### src/rtl/motor_cmd_framer.sv
// Turns the one-hot motor command into a 4-byte UART frame (HEADER, CMD, SPEED, CHK),
// resent on command change, once after reset, and periodically as a keep-alive.
module motor_cmd_framer #(
   parameter logic [7:0] HEADER         = 8'hAA,
   parameter int         REFRESH_CYCLES = 5_000_000,
   parameter int         CNT_W          = 24
) (
   input  logic        CLOCK_50,
   input  logic        reset,
   input  logic [4:0]  motor_state,
   input  logic [7:0]  speed,
   output logic [7:0]  tx_data,
   output logic        tx_valid,
   input  logic        tx_ready,
   output logic        busy,
   output logic [15:0] frame_count
);

   typedef enum logic [2:0] {S_IDLE, S_HDR, S_CMD, S_SPD, S_CHK} state_t;

   localparam bit             REF_EN   = (REFRESH_CYCLES != 0);
   localparam logic [CNT_W-1:0] REF_LAST = CNT_W'(REFRESH_CYCLES - 1);

   state_t            state_q, state_d;
   logic [7:0]        tx_data_q, tx_data_d;
   logic              tx_valid_q, tx_valid_d;
   logic [15:0]       fc_q, fc_d;
   logic [CNT_W-1:0]  cnt_q, cnt_d;
   logic              pending_q, pending_d;
   logic [2:0]        last_code_q, last_code_d;
   logic [2:0]        cmd_q, cmd_d;
   logic [7:0]        spd_q, spd_d;
   logic [2:0]        code;
   logic              accept;
   logic              refresh_exp;

   // Anything that is not exactly one-hot is treated as stop.
   always_comb begin
      case (motor_state)
         5'b00001: code = 3'd0;
         5'b00010: code = 3'd1;
         5'b00100: code = 3'd2;
         5'b01000: code = 3'd3;
         5'b10000: code = 3'd4;
         default:  code = 3'd0;
      endcase
   end

   assign accept      = tx_valid_q && tx_ready;
   assign refresh_exp = REF_EN && (cnt_q == REF_LAST);

   always_comb begin
      state_d     = state_q;
      tx_data_d   = tx_data_q;
      tx_valid_d  = tx_valid_q;
      fc_d        = fc_q;
      cnt_d       = cnt_q;
      pending_d   = pending_q;
      last_code_d = last_code_q;
      cmd_d       = cmd_q;
      spd_d       = spd_q;
      if (state_q == S_IDLE) begin
         if (code != last_code_q || pending_q || refresh_exp) begin
            cmd_d       = code;
            spd_d       = speed;
            last_code_d = code;
            pending_d   = 1'b0;
            cnt_d       = '0;
            state_d     = S_HDR;
            tx_data_d   = HEADER;
            tx_valid_d  = 1'b1;
         end else if (REF_EN) begin
            cnt_d = cnt_q + 1'b1;
         end
      end else begin
         // A change during the frame is remembered and sent right after it.
         if (code != cmd_q) pending_d = 1'b1;
         if (accept) begin
            case (state_q)
               S_HDR: begin state_d = S_CMD; tx_data_d = {5'b0, cmd_q}; end
               S_CMD: begin state_d = S_SPD; tx_data_d = spd_q; end
               S_SPD: begin state_d = S_CHK; tx_data_d = HEADER ^ {5'b0, cmd_q} ^ spd_q; end
               S_CHK: begin state_d = S_IDLE; tx_valid_d = 1'b0; fc_d = fc_q + 16'd1; end
               default: ;
            endcase
         end
      end
   end

   always_ff @(posedge CLOCK_50 or negedge reset) begin
      if (!reset) begin
         state_q     <= S_IDLE;
         tx_data_q   <= '0;
         tx_valid_q  <= 1'b0;
         fc_q        <= '0;
         cnt_q       <= '0;
         pending_q   <= 1'b0;
         last_code_q <= 3'h7;
         cmd_q       <= '0;
         spd_q       <= '0;
      end else begin
         state_q     <= state_d;
         tx_data_q   <= tx_data_d;
         tx_valid_q  <= tx_valid_d;
         fc_q        <= fc_d;
         cnt_q       <= cnt_d;
         pending_q   <= pending_d;
         last_code_q <= last_code_d;
         cmd_q       <= cmd_d;
         spd_q       <= spd_d;
      end
   end

   assign tx_data     = tx_data_q;
   assign tx_valid    = tx_valid_q;
   assign busy        = (state_q != S_IDLE);
   assign frame_count = fc_q;

endmodule

### config.mk
export PLATFORM = sky130hd
export DESIGN_NAME = motor_cmd_framer
export DESIGN_NICKNAME = d
export VERILOG_FILES = /design/src/rtl/motor_cmd_framer.sv
export SDC_FILE = /design/constraint.sdc
export NUM_CORES = 1
export LEC_CHECK = 0
export ABC_AREA = 1
export ABC_CLOCK_PERIOD_IN_PS = 4850
export CAP_MARGIN = 25
export CORE_MARGIN = 2
export CORE_UTILIZATION = 45
export DETAILED_ROUTE_END_ITERATION = 8
export PLACE_DENSITY = 0.75
export SYNTH_ARGS = -nofsm -noshare
export SYNTH_HDL_FRONTEND = slang
export SYNTH_SLANG_ARGS = --single-unit
### constraint.sdc
create_clock -name CLOCK_50 -period 4.85 [get_ports CLOCK_50]
set_input_delay 0.485 -clock CLOCK_50 [delete_from_list [all_inputs] [get_ports CLOCK_50]]
set_output_delay 0.485 -clock CLOCK_50 [all_outputs]
set_load 0.1 [all_outputs]
==> summary.md <==
| Metric | Value |
|---|---|
| Status | `finished clean` |
| Area after DPL | `4239 µm²` |
| Place WS | `2.306 ns` |
| Main combinational cell family by area after synthesis | `simple AND/OR/NAND/NOR gates` |
| CTS HTree Levels | `3` |
| Post-synthesis adder-cell area fraction | `0.006640` |
| FF-to-FF Start | `state_q[2]$_DFFE_PN0P_` |
| Synth Register Bits | `67` |
| Lkg Pwr | `2.216 nW` |
| Worst Setup SP | `state_q[2]$_DFFE_PN0P_` |
| Core footprint | `8175 µm²` |
| Final Max Slew Viols | `0` |
| Internal power | `0.8161 mW` |
| Total Routing Usage GR | `0.1896` |
| Fmax | `0.3388 GHz` |
| Yosys warns | `0` |
| Clock latency at the later pin of the worst-skew pair | `0.35 ns` |
| # diodes | `0` |
| Core Util, Final | `0.5436` |
| Worst Hold Slack | `0.3279 ns` |
| Clock Power Share | `0.451` |
| Full die area | `9123 µm²` |
| Final Routed Wirelength | `7763 µm` |
| Commonest non-fill, non-tap cell in the layout | `nand2_1` |
| NetSw | `0.2591 mW` |
| Compound-Gate Fraction of Synth Area | `0.04515` |
| Sw Ratio | `0.2410` |
| Hold-fix buffers at CTS | `0` |
| Synthesized area per cell | `7.754 µm²` |
| Synth Flop Type | `dfrtp_1` |
| Actual slew at the worst max-slew pin | `0.9959 ns` |
| Crit path kind | `reg2out` |
| Starting Density | `0.4610` |
| Sequential cell area fraction in the yosys report | `0.4459` |
| Clk pin slew, worst setup/hold paths | `0.09 ns` |
| Syn Inst Count | `486` |
| Post-Synth Simple-Gate Area | `0.3718` |
| FILL cells | `769` |
| Hold Path Class | `in2async` |
| Seq pwr share | `0.519` |
| PortBufs | `41` |
| Post-CTS sizing | `0` |
| # DRC | `0` |
| First-pass GRT wire length | `13610 µm` |
| Relative slew slack | `0.3340` |
| Layout Cells excl Fill | `642` |
| Worst setup SP type | `register` |
| Final TNS setup | `0 ns` |
| Pwr Total | `1.075 mW` |
| DIE WIDTH | `95.52 µm` |
| Die Y | `95.52 µm` |
| Area Overhead vs Synth | `17.93%` |
| Final hold violations | `0` |
| Post-CTS Setup Bufs | `0` |
| Post-Layout Inst Area | `4444 µm²` |
| Clock Skews | `0.01482 ns` |
| Initial DRC count | `165` |
| Detailed Place HPWL | `5609 µm` |
| Largest net degree at the start of global routing | `68` |
| Critical Path Fanout Max | `15` |
| RSZ-0062 raised after global routing | `no` |
| Routed wire per std cell | `12.09 µm` |
| Share of cells above drive strength 1 | `0.1099` |
| IO Pins | `42` |
| Nets | `550` |
| Setup crit end kind | `primary output` |
| EDFF count, synth | `0` |
| PD cells | `241.9 nW/µm²` |
| Std cell rows | `33` |
| Final setup fails | `0` |
| Most frequent cells in the layout | `nand2_1, nor2_1, dfrtp_1` |
| Synthesized Nets | `504` |
| CTS Buf Count | `9` |
| Via density | `4.989` |
| Share of the clock period used by the worst path | `0.6086` |
| RePlAce Congestion | `0.9131` |
| DRT Pass-1 Iters | `5` |
| Crit path DAT | `2.47 ns` |
| DP Cell Count | `626` |
| Max-Cap Viols | `0` |
| Via Count | `3203` |
| CTS tree | `built` |
| Worst Path Required | `4.37 ns` |
| Post-synth ARST share | `1.000` |
| Clk root buf | `clkbuf_8` |
| IR drop worst, VDD | `0.2599 mV` |
| Crit path time final | `2.951 ns` |
| Num Clock Sinks | `67` |
| Number of global-route vias before repair | `3120` |
| ANT nets after route | `0` |
| Combinational share of power | `0.030` |
| Mux cell area share after synthesis | `0` |
| Final worst setup slack | `1.899 ns` |
| Synth Area in XOR/XNOR | `0.05345` |
| Initial antenna violation count | `0` |
| Synthesized area | `3769 µm²` |
| Cell variety after synth | `43` |
| Grt ovf | `0` |
| Longest Clk Path Bufs | `2` |
[power groups by stage]
stage                     clock network [mW]  registers (mW)  logic [mW]
after floorplan                            0           0.569     0.00720
after global placement                     0           0.569      0.0332
after detailed placement                   0           0.569      0.0336
after CTS                              0.497           0.558      0.0337
after global routing                   0.518           0.558      0.0370
final                                  0.484           0.558      0.0325
[cell usage after synthesis, types with 3 or more instances]
cell type	number	share of area
nor4_1	3	0.0050
nand3b_1	5	0.010
nand2_2	9	0.015
xnor2_1	7	0.016
nor3_1	8	0.011
nand2_1	149	0.15
a21oi_1	3	0.0040
o21ai_0	9	0.012
nor2_1	65	0.065
nor3_2	3	0.0080
inv_1	51	0.051
dfrtp_1	64	0.42
dfstp_2	3	0.021
o311ai_0	3	0.0070
nand3_1	36	0.048
nand4_1	5	0.0083
nor2_4	5	0.015
o21ai_1	5	0.0066
nor2_2	7	0.012
xor2_1	16	0.037
[per-layer routing]
layer | GRT usage | share of wire | up-vias | wire length (µm)
li1 | - | - | 1629 | -
met1 | 0.2289 | 0.45 | 1523 | 3525
met2 | 0.3327 | 0.51 | 44 | 3935
met3 | 0.05296 | 0.027 | 7 | 211
met4 | 0.05000 | 0.012 | 0 | 92
met5 | 0 | 0 | - | 0
[worst max-delay path, stage by stage (launching register included)]
cell and delay [ns]:
dfrtp_1 0.53, inv_1 0.18, nand2_4 0.22, clkdlybuf4s50_1 1.18
[sequential cells by signal (all words and copies together) (netlist names)]
signal       flops
state_q          3
cnt_q           24
spd_q            8
last_code_q      3
frame_count     16
cmd_q            3
tx_valid         1
pending_q        1
tx_data          8
[cell families after synthesis]
kind of cell    after synthesis
simple gates                304
buf+inv                      62
flops                        67
compound gates               28
fa+ha+maj                     2
xor+xnor                     23
[worst paths after layout]
path,end,slack (ns),cells past startpoint
max reg2reg,cnt_q[15]$_DFFE_PN0P_,2.89,10
min,cnt_q[19]$_DFFE_PN0P_,0.33,2
max,busy,1.90,3
min in group CLOCK_50,tx_data[5]$_DFFE_PN0P_,0.48,2
min reg2reg,tx_data[5]$_DFFE_PN0P_,0.48,2
max in group asynchronous,cnt_q[3]$_DFFE_PN0P_,3.98,2
[area by class of cell]
cell class                      count  area [µm²]  area share
Clock buffer                        9       123.9     0.02787
Clock inverter                      7       81.33     0.01830
Inverter                           55       216.5     0.04871
Multi-Input combinational cell    357        1798      0.4046
Sequential cell                    67        1680      0.3781
Tap cell                          105       131.4     0.02956
Timing Repair Buffer               42       412.9     0.09291
No activity file was read; power rests on OpenSTA's default activity.
